[config.mk]
export PLATFORM = sky130hd
export DESIGN_NAME = priv_ext_csr_master
export DESIGN_NICKNAME = d
export VERILOG_FILES = /design/src/rtl/priv_ext_csr_master.sv
export SDC_FILE = /design/constraint.sdc
export NUM_CORES = 1
export LEC_CHECK = 0
export ABC_AREA = 1
export CAP_MARGIN = 15
export CORE_MARGIN = 2
export CORE_UTILIZATION = 39
export DETAILED_ROUTE_END_ITERATION = 8
export PLACE_DENSITY = 0.67
export SLEW_MARGIN = 10
export SYNTH_ARGS = -nofsm -noshare
export SYNTH_HDL_FRONTEND = slang
export SYNTH_SLANG_ARGS = --single-unit
[constraint.sdc]
create_clock -name CLK -period 2.27 [get_ports CLK]
set_clock_uncertainty 0.1 [all_clocks]
set_input_delay 0.3405 -clock CLK [delete_from_list [all_inputs] [get_ports CLK]]
set_output_delay 0.3405 -clock CLK [all_outputs]
set_load 0.01 [all_outputs]
[src/rtl/priv_ext_csr_master.sv]
// priv_ext_csr_master
// Initiator side of the privilege-extension CSR bus. Takes one CSR access at a
// time from the core CSR unit and runs it as a read phase followed by an
// optional write phase. Returns the old CSR value or an illegal-access flag.
//
// Ports:
//   CLK, nRST           clock, asynchronous active-low reset
//   req_valid/req_ready request handshake (ready only in IDLE)
//   req_addr/op/wdata   CSR address, op (00 RW, 01 RS, 10 RC, 11 RO), operand
//   resp_valid          one-cycle completion pulse
//   resp_rdata          old CSR value, 0 when illegal
//   resp_illegal        access failed, qualified by resp_valid
//   csr_addr            address to extensions
//   csr_active          write strobe to extensions
//   value_in            write data to extensions
//   ack/value_out       OR-reduced claim and read data from the responders
//   invalid_csr         claiming responder rejects the access
module priv_ext_csr_master #(
    parameter int unsigned ACK_TIMEOUT = 15,
    parameter int unsigned DATA_W      = 32
) (
    input  logic              CLK,
    input  logic              nRST,
    input  logic              req_valid,
    output logic              req_ready,
    input  logic [11:0]       req_addr,
    input  logic [1:0]        req_op,
    input  logic [DATA_W-1:0] req_wdata,
    output logic              resp_valid,
    output logic [DATA_W-1:0] resp_rdata,
    output logic              resp_illegal,
    output logic [11:0]       csr_addr,
    output logic              csr_active,
    output logic [DATA_W-1:0] value_in,
    input  logic              ack,
    input  logic [DATA_W-1:0] value_out,
    input  logic              invalid_csr
);

    localparam int unsigned CntW = $clog2(ACK_TIMEOUT + 1);

    localparam logic [1:0] OpRw = 2'b00;
    localparam logic [1:0] OpRs = 2'b01;
    localparam logic [1:0] OpRc = 2'b10;
    localparam logic [1:0] OpRo = 2'b11;

    typedef enum logic [1:0] {StIdle, StRead, StWrite, StResp} state_e;

    state_e            state_q, state_d;
    logic [1:0]        op_q, op_d;
    logic [DATA_W-1:0] wdata_q, wdata_d;
    logic [DATA_W-1:0] old_q, old_d;
    logic [11:0]       addr_q, addr_d;
    logic              active_q, active_d;
    logic [DATA_W-1:0] vin_q, vin_d;
    logic [CntW-1:0]   cnt_q, cnt_d;
    logic              rvalid_q, rvalid_d;
    logic [DATA_W-1:0] rdata_q, rdata_d;
    logic              rill_q, rill_d;

    logic [DATA_W-1:0] new_val;
    logic              skip_wr;
    logic              timeout;
    logic [CntW-1:0]   cnt_inc;

    always_comb begin
        unique case (op_q)
            OpRw:    new_val = wdata_q;
            OpRs:    new_val = value_out | wdata_q;
            OpRc:    new_val = value_out & ~wdata_q;
            default: new_val = value_out;
        endcase
        // Set/clear with a zero operand cannot change the CSR, so no write.
        skip_wr = (op_q == OpRo) || ((op_q != OpRw) && (wdata_q == '0));
        timeout = (cnt_q == CntW'(ACK_TIMEOUT - 1));
        cnt_inc = (cnt_q == CntW'(ACK_TIMEOUT)) ? cnt_q : cnt_q + 1'b1;
    end

    always_comb begin
        state_d  = state_q;
        op_d     = op_q;
        wdata_d  = wdata_q;
        old_d    = old_q;
        addr_d   = addr_q;
        active_d = active_q;
        vin_d    = vin_q;
        cnt_d    = cnt_q;
        // Response fields are only non-zero during the RESP cycle.
        rvalid_d = 1'b0;
        rdata_d  = '0;
        rill_d   = 1'b0;

        unique case (state_q)
            StIdle: begin
                if (req_valid) begin
                    op_d    = req_op;
                    wdata_d = req_wdata;
                    if ((req_addr[11:10] == 2'b11) && (req_op != OpRo)) begin
                        // Read-only CSR space: reject without touching the bus.
                        state_d  = StResp;
                        rvalid_d = 1'b1;
                        rill_d   = 1'b1;
                    end else begin
                        addr_d   = req_addr;
                        active_d = 1'b0;
                        cnt_d    = '0;
                        state_d  = StRead;
                    end
                end
            end
            StRead: begin
                // Ack is checked before timeout so a last-cycle ack is honoured.
                if (ack) begin
                    if (invalid_csr) begin
                        state_d  = StResp;
                        rvalid_d = 1'b1;
                        rill_d   = 1'b1;
                    end else begin
                        old_d = value_out;
                        if (skip_wr) begin
                            state_d  = StResp;
                            rvalid_d = 1'b1;
                            rdata_d  = value_out;
                        end else begin
                            vin_d    = new_val;
                            active_d = 1'b1;
                            cnt_d    = '0;
                            state_d  = StWrite;
                        end
                    end
                end else if (timeout) begin
                    state_d  = StResp;
                    rvalid_d = 1'b1;
                    rill_d   = 1'b1;
                end else begin
                    cnt_d = cnt_inc;
                end
            end
            StWrite: begin
                if (ack || timeout) begin
                    active_d = 1'b0;
                    state_d  = StResp;
                    rvalid_d = 1'b1;
                    if (ack && !invalid_csr) begin
                        rdata_d = old_q;
                    end else begin
                        rill_d = 1'b1;
                    end
                end else begin
                    cnt_d = cnt_inc;
                end
            end
            StResp: begin
                active_d = 1'b0;
                state_d  = StIdle;
            end
            default: state_d = StIdle;
        endcase
    end

    always_ff @(posedge CLK or negedge nRST) begin
        if (!nRST) begin
            state_q  <= StIdle;
            op_q     <= OpRw;
            wdata_q  <= '0;
            old_q    <= '0;
            addr_q   <= '0;
            active_q <= 1'b0;
            vin_q    <= '0;
            cnt_q    <= '0;
            rvalid_q <= 1'b0;
            rdata_q  <= '0;
            rill_q   <= 1'b0;
        end else begin
            state_q  <= state_d;
            op_q     <= op_d;
            wdata_q  <= wdata_d;
            old_q    <= old_d;
            addr_q   <= addr_d;
            active_q <= active_d;
            vin_q    <= vin_d;
            cnt_q    <= cnt_d;
            rvalid_q <= rvalid_d;
            rdata_q  <= rdata_d;
            rill_q   <= rill_d;
        end
    end

    assign req_ready    = (state_q == StIdle);
    assign resp_valid   = rvalid_q;
    assign resp_rdata   = rdata_q;
    assign resp_illegal = rill_q;
    assign csr_addr     = addr_q;
    assign csr_active   = active_q;
    assign value_in     = vin_q;

endmodule

==> impl_metrics.json, run 1 <==
{
  "status": "completed",
  "hold_viol_final": 0,
  "r2r_slack_ns": 0.24,
  "overflow": 0,
  "dpl.hpwl_um": 11810,
  "dieArea_um2": 18850,
  "cts_max_level": 4,
  "path_class": "flip-flop to flip-flop",
  "dp.cells": 1108,
  "floorplan.die.width_um": 137.3,
  "grt_max_degree": 67,
  "post_drt_wl_per_cell_um": 14.83,
  "netlist_instances": 743,
  "grt_first_pass_wirelength_um": 27810,
  "die-height_um": 137.3,
  "start_util": 0.3992,
  "drive_above_1_share": 0.1397,
  "end_kind": "flip-flop",
  "start_kind": "flip-flop",
  "maxCapViolations": 0,
  "r2r_start": "state_q[1]$_DFFE_PN0P_",
  "layout_common_cells": "clkdlybuf4s50_1 (160), dfrtp_1 (150), nand2_1 (135), inv_1 (111), a21oi_1 (66)",
  "worstPathArrival_ns": 2.28,
  "power_mw": 12.25,
  "power.density_nw_per_um2": 1287,
  "clock_latency_ns": 0.42,
  "fin_crit_ns": 2.031,
  "cts_buffer_depth": 2,
  "ys_warn_count": 0,
  "multi_input_area_um2": 2515,
  "nets": 992,
  "vias": 5556,
  "drt-total-wl_um": 16930,
  "instances_no_fill": 1141,
  "cp-startpoint": "state_q[1]$_DFFE_PN0P_",
  "cts-root-buf": "clkbuf_16",
  "vias_per_cell": 4.869,
  "fp-row-count": 48,
  "first_pass_iters": 4,
  "ys_seq_elements": 151,
  "dpl-instance-area_um2": 8835,
  "io_pins": 163,
  "n_antenna_cell": 0,
  "synth_cell_types": 28,
  "p_leak_nw": 4.211,
  "area.growth.synth_to_final_pct": 37.29,
  "netlist_area_um2": 6929,
  "postRouteAntennaNets": 0,
  "fin_crit_sh": 0.8947,
  "core_area_um2": 17360,
  "setup_viol": 0,
  "cp.required_ns": 2.52,
  "final_util": 0.5481,
  "rsz0062_at_grt": "false",
  "timing.rr.end": "cnt_q[0]$_DFFE_PN0P_",
  "remaining_drc_errors": 0,
  "whs_ns": 0.3263,
  "synthesis.nets": 832,
  "cts_tree": "yes",
  "io_buffers": 162,
  "numCtsBuffers": 17,
  "vdd_drop_max_mv": 0.6187,
  "critPathMaxFanout": 5,
  "postCtsSetupRepairBufs": 0,
  "final_common_cell": "clkdlybuf4s50_1",
  "antenna_found_initial": 0,
  "grt_pass1_vias": 5629,
  "cts_sinks": 151,
  "hold_class": "primary input to async pin",
  "ys_seq_area_frac": 0.5453,
  "path_clk_slew_ns": 0.06,
  "place_congestion": 0.8589,
  "slew_headroom": 0.6746,
  "fmax_mhz": 492.4,
  "synth.avg_cell_area_um2": 9.326,
  "tightest_slew_ns": 0.4881,
  "track_usage": 0.1904,
  "rr_worst_depth": 7,
  "first_iter_violations": 325,
  "final_area_um2": 9513,
  "seq_area_um2": 3780,
  "drv_slew": 0,
  "num-fill-cells": 1587
}
[timing repair]
action | CTS | global route
hold buffers | 1 | 0
gates resized for setup | 0 | 2
endpoints found under the setup margin | 0 | 1
endpoints found under the hold margin | 46 | 0
[cell type report]
type | instances | share of cell area
clock inverters | 14 | 0.02354
well taps | 225 | 0.02959
inverters | 112 | 0.04419
multi-input cells | 439 | 0.2644
repair buffers | 182 | 0.1948
flip-flops and latches | 151 | 0.3973
clock buffers | 18 | 0.04617
[how the worst max path moves through the flow]
stage / endpoint / slack [ns] / cells past startpoint
after detailed placement: old_q[18]$_DFFE_PN0P_ / -0.03 / 6
final: cnt_q[0]$_DFFE_PN0P_ / 0.24 / 7
after global routing: cnt_q[0]$_DFFE_PN0P_ / 0.05 / 7
after CTS: req_ready / 0.01 / 3
after floorplan: csr_addr[11]$_DFFE_PN0P_ / 0.39 / 7
after global placement: old_q[12]$_DFFE_PN0P_ / 0.01 / 6
[synth_stat cells, drive strengths merged]
master | instances | share of area
o21bai | 1 | 0.0027
mux2 | 43 | 0.070
a211oi | 1 | 0.0011
o21ai | 78 | 0.072
a211o | 1 | 0.0013
a21oi | 66 | 0.048
o22ai | 32 | 0.029
buf | 27 | 0.025
inv | 112 | 0.061
dfrtp | 151 | 0.55
nand3 | 41 | 0.030
nand2 | 135 | 0.073
nor3 | 2 | 0.0031
clkbuf | 14 | 0.0076
xor2 | 1 | 0.0013
nor2 | 28 | 0.016
o2111ai | 2 | 0.0025
or2 | 2 | 0.0018
ha | 6 | 0.011
[per-layer routing]
| metal | vias to the layer above | share of wire | global-route usage |
|---|---|---|---|
| li1 | 2746 | - | - |
| met2 | 153 | 0.46 | 0.2946 |
| met5 | - | 0 | 0 |
| met4 | 0 | 0.014 | 0.06586 |
| met3 | 20 | 0.068 | 0.05703 |
| met1 | 2637 | 0.46 | 0.2546 |
[report_power, final]
group,leakage (nW),total (mW),internal (mW),switching [mW]
combinational,1.99,4.78,2.26,2.52
clock,0.321,3.14,1.99,1.15
sequential,1.90,4.33,3.75,0.573
total,4.21,12.2,8.00,4.25
[worst max-delay path, cell delays in order (launching register included)]
cell     delay [ns]
dfrtp_1        0.40
inv_1          0.12
ha_1           0.25
inv_1          0.15
o21ai_0        0.36
nand2_1        0.14
or2_2          0.32
o21ai_1        0.12
[sequential cells by signal, summed over array words and instances, names as in the netlist]
| register | cells |
|---|---|
| cnt_q | 4 |
| csr_active | 1 |
| csr_addr | 12 |
| old_q | 32 |
| op_q | 2 |
| resp_illegal | 1 |
| resp_rdata | 32 |
| resp_valid | 1 |
| state_q | 2 |
| value_in | 32 |
| wdata_q | 32 |
[through the flow]
stage | TNS [ns] | setup WS [ns]
6_report | 0 | 0.2391
5_1_grt | 0 | 0.04989
2_1_floorplan | 0 | 0.3856
3_3_place_gp | 0 | 0.01320
4_1_cts | 0 | 0.01179
3_5_place_dp | -0.3459 | -0.02934
[cell families (layout without fill, tap and decap cells)]
| logic type | count (synthesis) | after routing | share of synthesized area |
|---|---|---|---|
| mux | 43 | 43 | 0.06988 |
| fa+ha+maj | 6 | 6 | 0.01083 |
| flops | 151 | 151 | 0.5453 |
| compound gates | 181 | 181 | 0.1557 |
| xor+xnor | 1 | 1 | 0.001264 |
| buf+inv | 153 | 326 | 0.09317 |
| simple gates | 208 | 208 | 0.1239 |
Note: power is estimated with default switching activity, not from simulation.
==> run 2: changes to the inputs <==
--- a/config.mk
+++ b/config.mk
@@ -10,6 +10,7 @@
 export CORE_MARGIN = 2
 export CORE_UTILIZATION = 39
 export DETAILED_ROUTE_END_ITERATION = 8
+export GPL_ROUTABILITY_DRIVEN = 0
 export PLACE_DENSITY = 0.67
 export SLEW_MARGIN = 10
 export SYNTH_ARGS = -nofsm -noshare
==> results of run 2 <==
The final DEF is identical to that of run 1; final timing and power are the same.
==> run 3: changes to the inputs <==
--- a/config.mk
+++ b/config.mk
@@ -12,6 +12,7 @@
 export DETAILED_ROUTE_END_ITERATION = 8
 export GPL_ROUTABILITY_DRIVEN = 0
 export PLACE_DENSITY = 0.67
+export SKIP_LAST_GASP = 1
 export SLEW_MARGIN = 10
 export SYNTH_ARGS = -nofsm -noshare
 export SYNTH_HDL_FRONTEND = slang
==> results of run 3 <==
The final DEF is identical to that of run 1; final timing and power are the same.
